[config.mk]
export PLATFORM = sky130hd
export DESIGN_NAME = mchan_demux_ipa_flat
export DESIGN_NICKNAME = d
export VERILOG_FILES = /design/src/rtl/mchan_demux_ipa_if.sv /design/src/rtl/mchan_demux_ipa.sv /design/src/flat_wrapper.sv
export SDC_FILE = /design/constraint.sdc
export NUM_CORES = 1
export LEC_CHECK = 0
export ABC_AREA = 0
export CORE_MARGIN = 2
export CORE_UTILIZATION = 54
export CTS_CLUSTER_DIAMETER = 80
export DETAILED_ROUTE_END_ITERATION = 8
export PLACE_DENSITY_LB_ADDON = 0.3
export SYNTH_ARGS = -nofsm -noshare
export SYNTH_HDL_FRONTEND = slang
export SYNTH_SLANG_ARGS = --single-unit
[constraint.sdc]
create_clock -name clk -period 5.45 [get_ports clk]
set_clock_uncertainty 0.2 [all_clocks]
set_input_delay 0.8175 -clock clk [delete_from_list [all_inputs] [get_ports clk]]
set_output_delay 0.8175 -clock clk [all_outputs]
set_load 0.01 [all_outputs]
[src/rtl/mchan_demux_ipa_if.sv]
// Bus bundle for the multi-channel demultiplexer: one upstream request/grant
// channel fanning out to N_MASTER downstream request/grant channels.
interface mchan_demux_ipa_if #(
    parameter int DATA_WIDTH = 32,
    parameter int N_MASTER   = 2,
    parameter int ID_WIDTH   = (N_MASTER > 1) ? $clog2(N_MASTER) : 1
) ();

    logic                                req_i;
    logic                                gnt_o;
    logic [DATA_WIDTH-1:0]               data_i;
    logic [ID_WIDTH-1:0]                 id_i;
    logic [N_MASTER-1:0]                 req_o;
    logic [N_MASTER-1:0]                 gnt_i;
    logic [N_MASTER-1:0][DATA_WIDTH-1:0] data_o;
    logic                                err_o;

    // Demultiplexer side
    modport slave (
        input  req_i, data_i, id_i, gnt_i,
        output gnt_o, req_o, data_o, err_o
    );

    // Environment side: drives upstream traffic and downstream grants
    modport master (
        output req_i, data_i, id_i, gnt_i,
        input  gnt_o, req_o, data_o, err_o
    );

endinterface

[src/rtl/mchan_demux_ipa.sv]
// Multi-channel demultiplexer: routes each upstream word to the FIFO of the
// port selected by id_i. Every port has its own small FIFO so that a stalled
// port only blocks traffic addressed to it. The upstream grant is derived
// from FIFO fullness alone, never from the downstream grants.
module mchan_demux_ipa #(
    parameter int DATA_WIDTH = 32,
    parameter int N_MASTER   = 2,
    parameter int ID_WIDTH   = (N_MASTER > 1) ? $clog2(N_MASTER) : 1,
    parameter int FIFO_DEPTH = 2
) (
    input  logic              clk,
    input  logic              rst_n,
    mchan_demux_ipa_if.slave  bus
);

    localparam int PTR_W = $clog2(FIFO_DEPTH);
    localparam int CNT_W = $clog2(FIFO_DEPTH + 1);

    logic [DATA_WIDTH-1:0] mem    [N_MASTER][FIFO_DEPTH];
    logic [PTR_W-1:0]      rd_ptr [N_MASTER];
    logic [PTR_W-1:0]      wr_ptr [N_MASTER];
    logic [CNT_W-1:0]      count  [N_MASTER];

    logic [N_MASTER-1:0]   full;
    logic [N_MASTER-1:0]   pop;
    logic [N_MASTER-1:0]   push;
    logic                  bad_xfer;
    logic                  err;
    logic [ID_WIDTH-1:0]   id;

    assign id = bus.id_i;

    // Per-port status and downstream outputs; data_o shows the stored head entry
    always_comb begin
        for (int m = 0; m < N_MASTER; m++) begin
            full[m]       = (count[m] == CNT_W'(FIFO_DEPTH));
            pop[m]        = (count[m] != '0) && bus.gnt_i[m];
            bus.req_o[m]  = (count[m] != '0);
            bus.data_o[m] = mem[m][rd_ptr[m]];
        end
    end

    // Upstream grant and push decode; a single port ignores id_i entirely
    always_comb begin
        bus.gnt_o = 1'b1;
        push      = '0;
        bad_xfer  = bus.req_i && (N_MASTER > 1) && (int'(id) >= N_MASTER);
        for (int m = 0; m < N_MASTER; m++) begin
            if ((N_MASTER == 1) || (int'(id) == m)) begin
                bus.gnt_o = !full[m];
                push[m]   = bus.req_i && !full[m];
            end
        end
    end

    // Pointer and occupancy bookkeeping for every port FIFO
    always_ff @(posedge clk or negedge rst_n) begin
        if (!rst_n) begin
            for (int m = 0; m < N_MASTER; m++) begin
                rd_ptr[m] <= '0;
                wr_ptr[m] <= '0;
                count[m]  <= '0;
            end
        end else begin
            for (int m = 0; m < N_MASTER; m++) begin
                if (push[m]) begin
                    wr_ptr[m] <= wr_ptr[m] + PTR_W'(1);
                end
                if (pop[m]) begin
                    rd_ptr[m] <= rd_ptr[m] + PTR_W'(1);
                end
                case ({push[m], pop[m]})
                    2'b10:   count[m] <= count[m] + CNT_W'(1);
                    2'b01:   count[m] <= count[m] - CNT_W'(1);
                    default: count[m] <= count[m];
                endcase
            end
        end
    end

    // FIFO storage; contents are don't-care after reset so it carries no reset
    always_ff @(posedge clk) begin
        for (int m = 0; m < N_MASTER; m++) begin
            if (push[m]) begin
                mem[m][wr_ptr[m]] <= bus.data_i;
            end
        end
    end

    // Sticky error for accepted transfers addressed to a non-existent port
    always_ff @(posedge clk or negedge rst_n) begin
        if (!rst_n) begin
            err <= 1'b0;
        end else if (bad_xfer) begin
            err <= 1'b1;
        end
    end

    assign bus.err_o = err;

endmodule

[src/flat_wrapper.sv]
// flat-port wrapper written by rule: the top's interface ports become plain ports
module mchan_demux_ipa_flat 
#(
    parameter int DATA_WIDTH = 32,
    parameter int N_MASTER   = 2,
    parameter int ID_WIDTH   = (N_MASTER > 1) ? $clog2(N_MASTER) : 1,
    parameter int FIFO_DEPTH = 2
)
  (clk, rst_n, bus_req_i, bus_data_i, bus_id_i, bus_gnt_i, bus_gnt_o, bus_req_o, bus_data_o, bus_err_o);
  mchan_demux_ipa_if #(.DATA_WIDTH(DATA_WIDTH), .N_MASTER(N_MASTER), .ID_WIDTH(ID_WIDTH)) bus_i ();
  input  logic clk;
  input  logic rst_n;
  input wire logic [$bits(bus_i.req_i)-1:0] bus_req_i;
  input wire logic [$bits(bus_i.data_i)-1:0] bus_data_i;
  input wire logic [$bits(bus_i.id_i)-1:0] bus_id_i;
  input wire logic [$bits(bus_i.gnt_i)-1:0] bus_gnt_i;
  output wire logic [$bits(bus_i.gnt_o)-1:0] bus_gnt_o;
  output wire logic [$bits(bus_i.req_o)-1:0] bus_req_o;
  output wire logic [$bits(bus_i.data_o)-1:0] bus_data_o;
  output wire logic [$bits(bus_i.err_o)-1:0] bus_err_o;
  assign bus_i.req_i = bus_req_i;
  assign bus_i.data_i = bus_data_i;
  assign bus_i.id_i = bus_id_i;
  assign bus_i.gnt_i = bus_gnt_i;
  assign bus_gnt_o = bus_i.gnt_o;
  assign bus_req_o = bus_i.req_o;
  assign bus_data_o = bus_i.data_o;
  assign bus_err_o = bus_i.err_o;
  mchan_demux_ipa #(.DATA_WIDTH(DATA_WIDTH), .N_MASTER(N_MASTER), .ID_WIDTH(ID_WIDTH), .FIFO_DEPTH(FIFO_DEPTH)) u_core (.clk(clk), .rst_n(rst_n), .bus(bus_i));
endmodule
# Word level (Yosys, flattened, before mapping)
# Memory sizes are Yosys's and may differ from the RTL's.
# Cells that the tools add are included.
# Widths: inputs -> output; s select.
# totals
ramBits,128
regBits,8
memories,1
elab_cells,66
output_inout_bits,68
# op_classes
bitwise_logic,4
eq_ne,6
muxes,22
n_reduce_logical,13
add_sub_neg,8
n_lt_le_gt_ge,6
# memory_table
name,depth,word_bits,rd,rd_clocked_by_memory_dff,write_ports,line_no,text
u_core.mem,2,64,2,0,1,mchan_demux_ipa.sv:19,logic [DATA_WIDTH-1:0] mem [N_MASTER][FIFO_DEPTH];
# op_table
op,n
$mux 32,8
$mux 64,4
$demux 32 s1,2
$reduce_or 64->1,1
$eq 2x2->1 const B,4
$ge 2x2->1 const B,4
$not 1->2,4
$pmux 2 s2,2
$reduce_bool 2->1,4
$logic_and 1x1->1,6
$mux 1,6
$add 1x1->1 const B,4
$add 2x1->2 const B,2
$eq 2x1->1 const B,2
$lt 2x1->1 const B,2
$sub 2x1->2 const B,2
$logic_not 1->1,2

# Logic depth before layout (Yosys ltp)
# logic_depth
depth_word,8
ltp_mapped,6
depth_no_buf,6

# Worst setup path before layout
# Ideal clock, no wire load.
# synth_timing
kind,input to register
startpoint,input port bus_id_i
endpoint,memory u_core.mem[0][0] in the netlist's numbering (enable)
required_time_ns,4.829
setup_ns,0.421
t_arrival_ns,2.421
cell_stages,2
slack_ns,2.408
cell_sequence,nand3b_1 -> nor2_1
# synth_between
elab_chain_cells,5
elab_cells_between_ends,9
classes_between,mux: 8; reduce/logical: 1
# synth_lines
element,line_no,text
start: declaration,flat_wrapper.sv:15,input wire logic [$bits(bus_i.id_i)-1:0] bus_id_i;
$mux 1,mchan_demux_ipa.sv:49,if ((N_MASTER == 1) || (int'(id) == m)) begin
$mux 1,mchan_demux_ipa.sv:84,if (push[m]) begin
$mux 64 (implied by the code),mchan_demux_ipa.sv:85,mem[m][wr_ptr[m]] <= bus.data_i;
$reduce_or 64->1 (no line),-,
$mux 1 (no line) or $mux 64 (tied branches),-,
end: declaration,mchan_demux_ipa.sv:19,
# Several ways; a longest one is shown, not always the timed one.

# Worst setup path in the final report
# layout_timing
startpoint,register u_core.rd_ptr[0] in the netlist's numbering
endpoint,output port bus_data_o[47]
# layout_between
elab_chain_cells,4
# layout_lines
element,line_no,text
start: declaration,mchan_demux_ipa.sv:20,logic [PTR_W-1:0] rd_ptr [N_MASTER];
start signal: indexed assignment,mchan_demux_ipa.sv:70,rd_ptr[m] <= rd_ptr[m] + PTR_W'(1);
$not 1->2 (implied by the code),mchan_demux_ipa.sv:39,bus.data_o[m] = mem[m][rd_ptr[m]];
$mux 32 (implied by the code) (3 in a row),mchan_demux_ipa.sv:39,
end: declaration,flat_wrapper.sv:19,output wire logic [$bits(bus_i.data_o)-1:0] bus_data_o;
# No other way between the ends. The select of a mux whose other input is x is not followed.

==> impl_metrics.tcl <==
set metrics [dict create \
    post-route-util 0.738 \
    start_util 0.554 \
    antenna_found_initial 0 \
    fillers 558 \
    syn_avg_cell_area_sq_um 21.3 \
    post_cts_buffers 0 \
    crit_start "u_core.rd_ptr[0]$_DFFE_PN0P_" \
    r2r-start "u_core.count[2]$_DFFE_PN0P_" \
    drt-wirelength-per-cell_um 18.4 \
    fmax_mhz 294 \
    setup_ws_ns 2.05 \
    seqPwrFrac 0.422 \
    grt_use_total 0.185 \
    yosys_warnings 0 \
    period_needed_ns 3.40 \
    die_x_um 101 \
    gp_congestion 0.674 \
    synth_nets 279 \
    leakagePower_nw 2.33 \
    firstDrtPassIters 4 \
    ant_nets 0 \
    post-route-period-util 0.624 \
    cts_tree "yes" \
    vias 2496 \
    synth_top_area_cell "edfxtp_1" \
    p_clk_frac 0.307 \
    cellPowerDensity_nw_per_um2 514 \
    overflow 0 \
    hp-class "reg2reg" \
    grt_pass1_wl_um 13400 \
    numClockSinks 136 \
    synth-seq-cells 136 \
    syn2layout_area_growth_pct 33.3 \
    end_kind "output port" \
    maxCapViolations 0 \
    ios 106 \
    worst-slew-pin-transition_ns 1.01 \
    core-area_sq_um 9200 \
    cts_buffer_depth 2 \
    clk_pin_slew_ns 0.06 \
    cts_resized 0 \
    combPwrFrac 0.271 \
    portBuffers 104 \
    via_per_inst 5.23 \
    drt_iter0_drc 96 \
    status "finished, final reports clean" \
    wl_um 8760 \
    final_common_cell "edfxtp_1" \
    holdWs_ns 0.296 \
    rows 35 \
    pre_cts_ws_ns 2.31 \
    sw_frac_of_total 0.264 \
    layout_common_cells "edfxtp_1, clkdlybuf4s50_1, mux2_2, clkbuf_16" \
    cp.arrival_ns 2.38 \
    slowest_stage "dfrtp_2" \
    whs_path_depth 1 \
    p_total_mw 3.49 \
    critPathRequiredTime_ns 4.43 \
    vdd_ir_drop_max_v 0.000390 \
    postSynthCellCount 239 \
    path_class "reg2out" \
    grt_max_degree 34 \
    grt_pass1_vias 2592 \
    power.internal_mw 2.57 \
    synth_top_area_share 0.754 \
    cts.htree.levels 4 \
    crit_chain "mux2_2 -> clkdlybuf4s50_1" \
    drive_gt1_frac 0.287 \
    synth_area_sq_um 5090 \
    path_max_fanout 33 \
    nets 393 \
    finalMaxSlewViolations 0 \
    drt_drc_violations_left 0 \
    hold_start "u_core.count[1]$_DFFE_PN0P_" \
    setup_tns_ns 0 \
    clkLatencyLatePin_ns 0.52 \
    rsz0062_at_grt "false" \
    setup_violations 0 \
    slew_headroom 0.323 \
    cts_made_buffers 17 \
    power_switching_mw 0.921 \
    design.die.area_sq_um 10200 \
    crit_path_start_kind "flop" \
    cpPeakStageDelay_ns 0.92 \
    ctsHoldBuffers 0 \
    diodes 0 \
    synth_seq_area_share 0.794 \
    r2r_cells 3 \
    hold_viol 0 \
    dp_hpwl_um 5220 \
    synthTopCellsByArea "edfxtp_1, mux2_2, dfrtp_1" \
    synth_cell_types 17 \
    die_h_um 101 \
    root_buffer "clkbuf_8" \
]
==> registers in the layout, indices dropped and copies added, names as in the netlist <==
signal	count
u_core.mem	128
u_core.count	4
u_core.rd_ptr	2
u_core.wr_ptr	2
==> cells by family after synthesis <==
logic type               share of synthesized area
flip-flops                                   0.794
multiplexers                                 0.147
AND/OR/NAND/NOR                             0.0162
buffers and inverters                       0.0206
XOR/XNOR                                    0.0172
adder cells (fa/ha/maj)                    0.00491
other                                     0.000736
==> area by class of cell <==
class / count / area [sq um] / area share
sequential: 136 / 4050 / 0.596
timing repair buffer: 104 / 1040 / 0.153
multi-input combinational: 92 / 976 / 0.144
clock buffer: 24 / 524 / 0.0772
tap: 111 / 139 / 0.0205
clock inverter: 8 / 55.1 / 0.00811
inverter: 2 / 7.51 / 0.00111
==> synth_stat cells, drive strengths merged <==
master / count
edfxtp: 128
mux2: 65
buf: 9
dfrtp: 8
nor2: 6
xnor2: 6
xor2: 4
and2: 2
ha: 2
inv: 2
nand2b: 2
or2: 2
conb: 1
nand3: 1
nand3b: 1
==> path summary, 6_finish.rpt <==
path	slack (ns)	endpoint
worst max-delay path	2.05	bus_data_o[47]
worst min-delay path	0.30	u_core.count[1]$_DFFE_PN0P_
worst max register to register	3.22	u_core.mem[0][52]$_DFFE_PP_
worst min register to register	0.30	u_core.count[1]$_DFFE_PN0P_
max in group asynchronous	4.38	u_core.rd_ptr[0]$_DFFE_PN0P_
min in group asynchronous	0.38	u_core.count[3]$_DFFE_PN0P_
==> metrics by stage <==
| stage | instance area [sq um] | std cells |
|---|---|---|
| 6_report | 6790 | 477 |
| 5_1_grt | 6790 | 477 |
| 4_1_cts | 6790 | 477 |
| 3_5_place_dp | 6210 | 445 |
| 3_3_place_gp | 6210 | 445 |
| 2_1_floorplan | 5090 | 239 |
==> power by group through the flow <==
stage	Clock [mW]	Combinational, mW	Sequential [mW]
3_5_place_dp	0	0.951	1.49
3_3_place_gp	0	0.942	1.49
5_1_grt	1.14	1.01	1.50
6_report	1.07	0.945	1.47
2_1_floorplan	0	0.620	1.37
4_1_cts	1.09	0.960	1.48
==> layer usage <==
layer	routed length (um)	GRT usage
met5	0	0
met2	4210	0.291
met1	3800	0.237
met4	111	0.0665
met3	644	0.0725
==> critical path: cells and delay by family (launching register included) <==
family	cells	cell delay (ns)
flops	1	0.92
buf+inv	1	0.51
mux	1	0.42
No activity file was read; power rests on OpenSTA's default activity.
